**config.mk**
```make
export PLATFORM = sky130hd
export DESIGN_NAME = sdf_pipe_bank
export DESIGN_NICKNAME = d
export VERILOG_FILES = /design/src/rtl/sdf_pipe_bank.sv
export SDC_FILE = /design/constraint.sdc
export NUM_CORES = 1
export LEC_CHECK = 0
export ABC_AREA = 1
export CAP_MARGIN = 0
export CORE_AREA = 3 3 52 89
export DETAILED_ROUTE_END_ITERATION = 8
export DIE_AREA = 0 0 55 92
export PLACE_DENSITY_LB_ADDON = 0.2
export SYNTH_ARGS = -nofsm -noshare
export SYNTH_HDL_FRONTEND = slang
export SYNTH_SLANG_ARGS = --single-unit
```
**constraint.sdc**
```tcl
create_clock -name clk -period 1.8 [get_ports clk]
set_input_delay 0.36 -clock clk [delete_from_list [all_inputs] [get_ports clk]]
set_output_delay 0.36 -clock clk [all_outputs]
set_load 0.05 [all_outputs]
```
**src/rtl/sdf_pipe_bank.sv**
```systemverilog
// WIDTH-channel copy of the SDF buffer/inverter/gate cone, followed by a STAGES-deep valid/ready pipeline.
// Latency is STAGES cycles. Bubbles collapse, and in_ready ripples combinationally from out_ready.
module sdf_pipe_bank #(
  parameter int WIDTH  = 4,
  parameter int STAGES = 2
) (
  input  logic             clk,
  input  logic             rst,
  input  logic             in_valid,
  output logic             in_ready,
  input  logic [WIDTH-1:0] d1,
  input  logic [WIDTH-1:0] d2,
  input  logic             en,
  output logic             out_valid,
  input  logic             out_ready,
  output logic [WIDTH-1:0] q1,
  output logic [WIDTH-1:0] q2,
  output logic [WIDTH-1:0] q3,
  output logic [15:0]      xfer_count
);

  localparam int DW = 3 * WIDTH;

  logic [WIDTH-1:0] w_n3, w_n4, w_n5, w_n6, w_n7;
  logic [DW-1:0]    w_cone;

  logic             r_vld [STAGES];
  logic [DW-1:0]    r_dat [STAGES];
  logic [15:0]      r_xfer;

  logic [STAGES-1:0] w_load;
  logic              w_prev_vld [STAGES];
  logic [DW-1:0]     w_prev_dat [STAGES];

  assign w_n3   = ~d1;
  assign w_n4   = d1 & d2;
  assign w_n5   = w_n3 | w_n4;
  assign w_n6   = ~(w_n5 & {WIDTH{en}});
  assign w_n7   = ~(w_n3 | w_n6);
  assign w_cone = {w_n7, w_n6, w_n5};

  // A stage loads when it is empty, or when its contents leave in the same cycle.
  // Walking from the output back toward the input lets one empty stage absorb a stall.
  always_comb begin
    logic w_rdy;
    w_load = '0;
    w_rdy  = out_ready;
    for (int k = STAGES - 1; k >= 0; k--) begin
      w_load[k] = ~r_vld[k] | w_rdy;
      w_rdy     = w_load[k];
    end
  end

  always_comb begin
    w_prev_vld[0] = in_valid;
    w_prev_dat[0] = w_cone;
    for (int k = 1; k < STAGES; k++) begin
      w_prev_vld[k] = r_vld[k-1];
      w_prev_dat[k] = r_dat[k-1];
    end
  end

  always_ff @(posedge clk) begin
    if (rst) begin
      for (int k = 0; k < STAGES; k++) begin
        r_vld[k] <= 1'b0;
        r_dat[k] <= '0;
      end
      r_xfer <= 16'd0;
    end else begin
      for (int k = 0; k < STAGES; k++) begin
        if (w_load[k]) begin
          r_vld[k] <= w_prev_vld[k];
          r_dat[k] <= w_prev_dat[k];
        end
      end
      if (r_vld[STAGES-1] && out_ready) r_xfer <= r_xfer + 16'd1;
    end
  end

  assign in_ready   = w_load[0];
  assign out_valid  = r_vld[STAGES-1];
  assign q1         = r_dat[STAGES-1][WIDTH-1:0];
  assign q2         = r_dat[STAGES-1][2*WIDTH-1:WIDTH];
  assign q3         = r_dat[STAGES-1][3*WIDTH-1:2*WIDTH];
  assign xfer_count = r_xfer;

endmodule

```
After elaboration in Yosys (flattened, before gate mapping):

Memory sizes are Yosys's and may differ from the RTL's.
Index checks and enable logic that the tools add are counted.

* add/subtract/negate cells: 1
* muxes and demuxes: 12
* bitwise gates (word level): 15
* reduce and logical (&&, ||, !) cells: 1

Operator list (count)
* 12-bit 2-to-1 mux: 2
* 16-bit by 1-bit adder with 16-bit output, second input constant: 1
* 4-bit inverter: 3
* 1-bit 2-to-1 mux: 10
* 4-bit bitwise AND: 2
* 4-bit bitwise OR: 2
* 1-bit bitwise OR: 6
* 1-bit inverter: 2
* 1-bit logical AND: 1

* flip-flop bits (word level): 16
* RAM bits: 26
* output and inout bits: 30
* memories: 2

Memories
* r_dat: words 2, width 12, read ports 2, clocked after Yosys merged registers in 0, write ports 2, RTL line 28 `logic [DW-1:0] r_dat [STAGES];`
* r_vld: words 2, width 1, read ports 2, clocked after Yosys merged registers in 0, write ports 2, RTL line 27 `logic r_vld [STAGES];`

Logic depth before layout (Yosys ltp):

Gate-level depths: netlist of the first run.

* depth after elaboration: 7
* gate-level depth with buffers: 8
* depth with buffers taken out: 8

Worst setup path after synthesis of the first run:

OpenSTA, ideal clock, no wires.

* kind: register to register
* start: memory r_vld[1][0] (netlist: r_vld[0][1])
* end: memory r_dat[0][0] (netlist name) (enable)
* library setup time: 0.338 ns
* arrival: 2.088 ns
* data required time: 1.462 ns
* path slack: -0.626 ns
* stages on the path, launching flop included: 5
* cell sequence: edfxtp_1 nand3_1 nand2_1 buf_2 nand2_1

RTL lines (RTL line)
* start: declaration: 27
* end: declaration: 28

Final worst setup path of the first run:

* start: input port out_ready
* end: output port in_ready

* longest elaborated chain between the ends: 2

RTL lines
* start: declaration: RTL line 15 `input logic out_ready,`
* 1-bit bitwise OR (2 in a row): RTL line 49 `w_load[k] = ~r_vld[k] | w_rdy;`
* end: declaration: RTL line 10 `output logic in_ready,`

Every way passes these cells.

==> results of run 1 <==
-- layout make-up --
cell class                      instances  area (um^2)  area share (%)
Inverter                               37          139            5.69
Sequential cell                        42         1100            45.1
Multi-Input combinational cell        122          593            24.3
Tap cell                               48         60.1            2.46
Clock buffer                            5         68.8            2.82
Timing Repair Buffer                   48          470            19.3
Clock inverter                          2         10.0           0.410
-- path summary, 6_finish.rpt --
kind                            slack, ns             end  cells after the start           start
worst min register to register       0.48  xfer_count[10]                      2  xfer_count[10]
worst min-delay path                 0.48  xfer_count[10]                      2  xfer_count[10]
worst max-delay path                 0.21        in_ready                      4       out_ready
worst max register to register       0.44  xfer_count[12]                      8   xfer_count[0]
-- kinds of logic after synthesis --
logic type	after synthesis
xor gates and xnor gates	1
buffers and inverters	52
DFF	42
adders and majority gates	1
AOI/OAI and AO/OA	23
and+or+nand+nor	97
-- registers in the layout (all words and copies together) (netlist names) --
register	flops
r_dat	24
xfer_count	16
r_vld	2
-- synth_stat cells, types with 2 or more instances --
library cell   n  area, um^2
nor3_1         2        10.0
nand2_2        2        12.5
inv_1         35         131
nand4_1        3        18.8
inv_2          2        7.51
buf_4         12        90.1
nand2_1       29         109
nand3_2        2        20.0
a21oi_1       16        80.1
o21ai_1        4        20.0
dfxtp_1       16         320
nor2_4         2        22.5
nand3_1        9        45.0
edfxtp_1      26         781
buf_2          3        15.0
nor2_1        47         176
-- power by group through the flow --
stage | clock, mW | combinational (mW) | sequential (mW)
6_report | 0.580 | 0.281 | 1.10
5_1_grt | 0.624 | 0.303 | 1.10
4_1_cts | 0.591 | 0.284 | 1.10
3_5_place_dp | 0 | 0.283 | 1.12
3_3_place_gp | 0 | 0.279 | 1.12
2_1_floorplan | 0 | 0.186 | 1.13
-- layer usage --
layer | GRT usage (%) | share of wire [%] | vias up
met5 | 0 | 0 | -
met4 | 9.13 | 3.0 | 0
met3 | 3.41 | 4.6 | 9
met2 | 30.5 | 57 | 37
met1 | 16.8 | 36 | 690
li1 | - | - | 751
-- through the flow --
step	hold WS, ns	util, %	cells	setup slack [ns]	total power, mW
2_1_floorplan	0.432	-	216	0.0343	1.32
3_3_place_gp	0.466	59.0	297	0.126	1.40
3_5_place_dp	0.471	59.0	297	0.0745	1.40
4_1_cts	0.484	61.0	304	0.0124	1.97
5_1_grt	0.517	61.4	304	0.181	2.03
6_report	0.481	61.4	304	0.214	1.96
-- worst max-delay path: cells and delay by family --
| family | cells | cell delay [ns] |
|---|---|---|
| buf+inv | 3 | 0.75 |
| simple gates | 1 | 0.12 |
==> results.toml, run 1 <==
[clock_network]
clkTransAtPathRegs_ns = 0.08
cts_hold_buf = 0
clkSinkCount = 42
cts_setup_buffers = 0
htreeDepth = 2
clockRootBuffer = "clkbuf_8"
cts_buffer_depth = 2
cts_buffers = 5
insertion_delay_ns = 0.29
cts_tree = "done"
cts_resized = 0

[finish]
nFillCells = 375
layout.nets = 270
area_growth_pct = 27.8
layout-drive-gt1-share_pct = 19.1
final_common_cell = "nor2_1"
final_area_um2 = 2440
mostFrequentLayoutCells = "nor2_1, inv_1, nand2_1"
antenna_cells = 0

[timing]
period_share_pct = 88.1
hold_viol = 0
setup_tns_ns = 0
worstMarginPinSlew_ns = 0.503
finClkSkew_ns = 0.00310
clock.fmax_ghz = 0.630
rsz0062_at_grt = "no"
period_needed_ns = 1.59
max-slew-margin-rel_pct = 66.4
setup_viol = 0
drv_slew = 0

[placement]
port_buffers = 42
gp_congestion = 0.829
dpl_cell_area_um2 = 2350
hpwl_um = 2880

[route]
drc_errors = 0
ant_nets = 0
wire_per_inst_um = 12.6
drt_first_pass_iters = 4
drt-vias-per-instance = 4.89
wl_um = 3840
drt_first_iter_violations = 30
routed-via-count = 1487

[die]
num_rows = 30
die_h_um = 92
die_w_um = 55
die_area_um2 = 5060
core-area_um2 = 3980
ios = 43
start_util_pct = 48.0

[worst_setup_path]
crit_path_start_kind = "primary input"
cp_slowest_cell = "clkdlybuf4s50_1"
cp_max_fo = 3
worstPathArrival_ns = 1.23
crit_type = "primary input to output port"
max_stage_delay_ns = 0.45
crit_path_cell_trace = "clkdlybuf4s50_1 -> inv_1 -> nand3_4 -> buf_12"
cp_data_required_time_ns = 1.44
end_kind = "output port"

[pwr]
p_switching_uw = 518
p_int_mw = 1.44
seq_power_share_pct = 56.0
leakage_nw = 1.14
sw_frac_of_total_pct = 26.5
peakVddDrop_uv = 581
p_per_area_nw_per_um2 = 801
p_clk_share_pct = 29.7
power_frac_comb_pct = 14.4

[synthesis]
synth-seq-cells = 42
postSynthCellCount = 216
syn_nets = 230
syn_avg_cell_area_um2 = 8.85
synth_top_family_by_area = "simple AND/OR/NAND/NOR gates"
yosys_most_used_dff = "edfxtp_1"
synth-adder-area-share_pct = 0.655
synth_compound_area_share_pct = 6.29
yosys.area_share.simple_pct = 22.2
yosysSeqAreaShare_pct = 57.6
synthArstFlopShare_pct = 0
synth.distinct_cells = 22
synthMuxAreaShare_pct = 0
yosysWarnings = 0
synth_area_um2 = 1910
synth_edf_count = 26
synth_xor_area_share_pct = 0.458

[global_route]
grt_start_max_net_pins = 14
track_usage_pct = 17.0
grt_pass1_wl_um = 6200
grt_pass1_vias = 1457
gr-total-overflow = 0
antenna_found_initial = 0

[worst_hold_path]
hp-class = "flip-flop to flip-flop"

[flow_run]
cap_violations = 0

[run_status]
status = "finished, final reports clean"
Power figures use the tool's default switching activity.
==> inputs of run 2 (changes only) <==
- CAP_MARGIN: 0 -> 15
==> results of run 2 <==
The final DEF is identical to that of run 1; final timing and power are the same.
==> inputs of run 3 (changes only) <==
- CORE_AREA: 3 3 52 89 -> 2 2 51 88
- DIE_AREA: 0 0 55 92 -> 0 0 53 90
==> results.toml, run 3 (synthesized netlist as in run 1, its figures left out) <==
[run_status]
status = "finished, final reports clean"

[clock_network]
cts_buffer_depth = 2
clockRootBuffer = "clkbuf_8"
cts_resized = 2
cts_setup_buffers = 0
htreeDepth = 2
insertion_delay_ns = 0.29
cts_hold_buf = 0
clkSinkCount = 42
clkTransAtPathRegs_ns = 0.07
cts_tree = "done"
cts_buffers = 5

[placement]
dp.cells = 298
port_buffers = 42
gp_congestion = 0.808
hpwl_um = 2890
place_ws_ns = 0.0820

[timing]
drv_slew = 0
worstMarginPinSlew_ns = 0.499
finalWorstSetupSlack_ns = 0.204
period_needed_ns = 1.60
setup_tns_ns = 0
finClkSkew_ns = 0.00646
setup_viol = 0
rsz0062_at_grt = "no"
period_share_pct = 88.7
max-slew-margin-rel_pct = 66.7
hold_viol = 0
clock.fmax_ghz = 0.627

[finish]
stdcell_count = 306
layout.nets = 270
area_growth_pct = 28.2
layout-drive-gt1-share_pct = 19.5
top_register = "r_dat"
antenna_cells = 0
mostFrequentLayoutCells = "nor2_1, inv_1, buf_4"
final_common_cell = "nor2_1"
largest_reg_flops = 24

[die]
num_rows = 31
core-area_um2 = 4070
start_util_pct = 46.9
ios = 43
die_w_um = 53
die_area_um2 = 4770
die_h_um = 90

[pwr]
p_per_area_nw_per_um2 = 857
peakVddDrop_uv = 588
leakage_nw = 1.10

[worst_setup_path]
crit_path_start_kind = "primary input"
worstPathArrival_ns = 1.24
max_stage_delay_ns = 0.45
cp_slowest_cell = "clkdlybuf4s50_1"
crit_path_cell_trace = "clkdlybuf4s50_1 -> inv_1 -> nand3_4 -> buf_12"
crit_type = "primary input to output port"
r2r_slack_ns = 0.43
cp_max_fo = 3
end_kind = "output port"
cp_data_required_time_ns = 1.44

[route]
drc_errors = 0
drt_first_pass_iters = 4
drt-vias-per-instance = 4.83
wl_um = 3700
routed-via-count = 1478
ant_nets = 0
drt_first_iter_violations = 33
wire_per_inst_um = 12.1

[global_route]
grt_pass1_vias = 1422
grt_pass1_wl_um = 6070
antenna_found_initial = 0
gr-total-overflow = 0
track_usage_pct = 17.3
grt_start_max_net_pins = 19

[worst_hold_path]
hp-class = "flip-flop to flip-flop"

[flow_run]
cap_violations = 0
run 3: changes by cell type in the layout (fill, tap and decap cells not counted):
| cell | before | now |
|---|---|---|
| buf_12 | 4 | 3 |
| buf_4 | 26 | 28 |
| bufinv_16 | 0 | 1 |
| clkbuf_1 | 0 | 1 |
| clkinv_2 | 2 | 0 |
| clkinvlp_4 | 0 | 1 |
| dlygate4sd2_1 | 0 | 2 |
| dlymetal6s2s_1 | 6 | 3 |
run 3: per-layer routing:
metal	GRT usage [%]	part of all wire (%)	vias to the layer above
met5	0	0	-
met3	3.82	3.8	10
met4	8.33	3.1	0
met1	16.0	34	683
met2	32.8	59	36
li1	-	-	749
run 3: where the power goes:
group	switching [mW]	leakage, nW	internal, mW
combinational	0.177	0.631	0.0960
sequential	0.0194	0.421	1.08
clock	0.316	0.0514	0.414
run 3: worst paths after layout:
check,startpoint,end,cells past startpoint
max reg2reg,xfer_count[0],xfer_count[14],6
max,out_ready,in_ready,4
min,xfer_count[10],xfer_count[10],2
min reg2reg,xfer_count[10],xfer_count[10],2
run 3: final cells by class:
type	count	area (um^2)
well taps	49	61.3
repair buffers	48	445
multi-input cells	122	593
flip-flops and latches	42	1100
inverters	37	139
clock inverters	2	37.5
clock buffers	6	72.6
fillers	399	1620
run 3: critical path: cells and delay by family:
family                 cells  cell delay (ns)
buffers and inverters      3             0.76
and+or+nand+nor            1             0.12
run 3: per-stage QoR:
step | power, mW | util, % | hold WS, ns | area [um^2]
6_report | 2.10 | 60.2 | 0.488 | 2450
5_1_grt | 2.19 | 60.2 | 0.502 | 2450
4_1_cts | 2.13 | 60.0 | 0.489 | 2440
3_5_place_dp | 1.40 | 57.3 | 0.476 | 2330
3_3_place_gp | 1.39 | 57.3 | 0.460 | 2330
2_1_floorplan | 1.32 | - | 0.432 | 1940
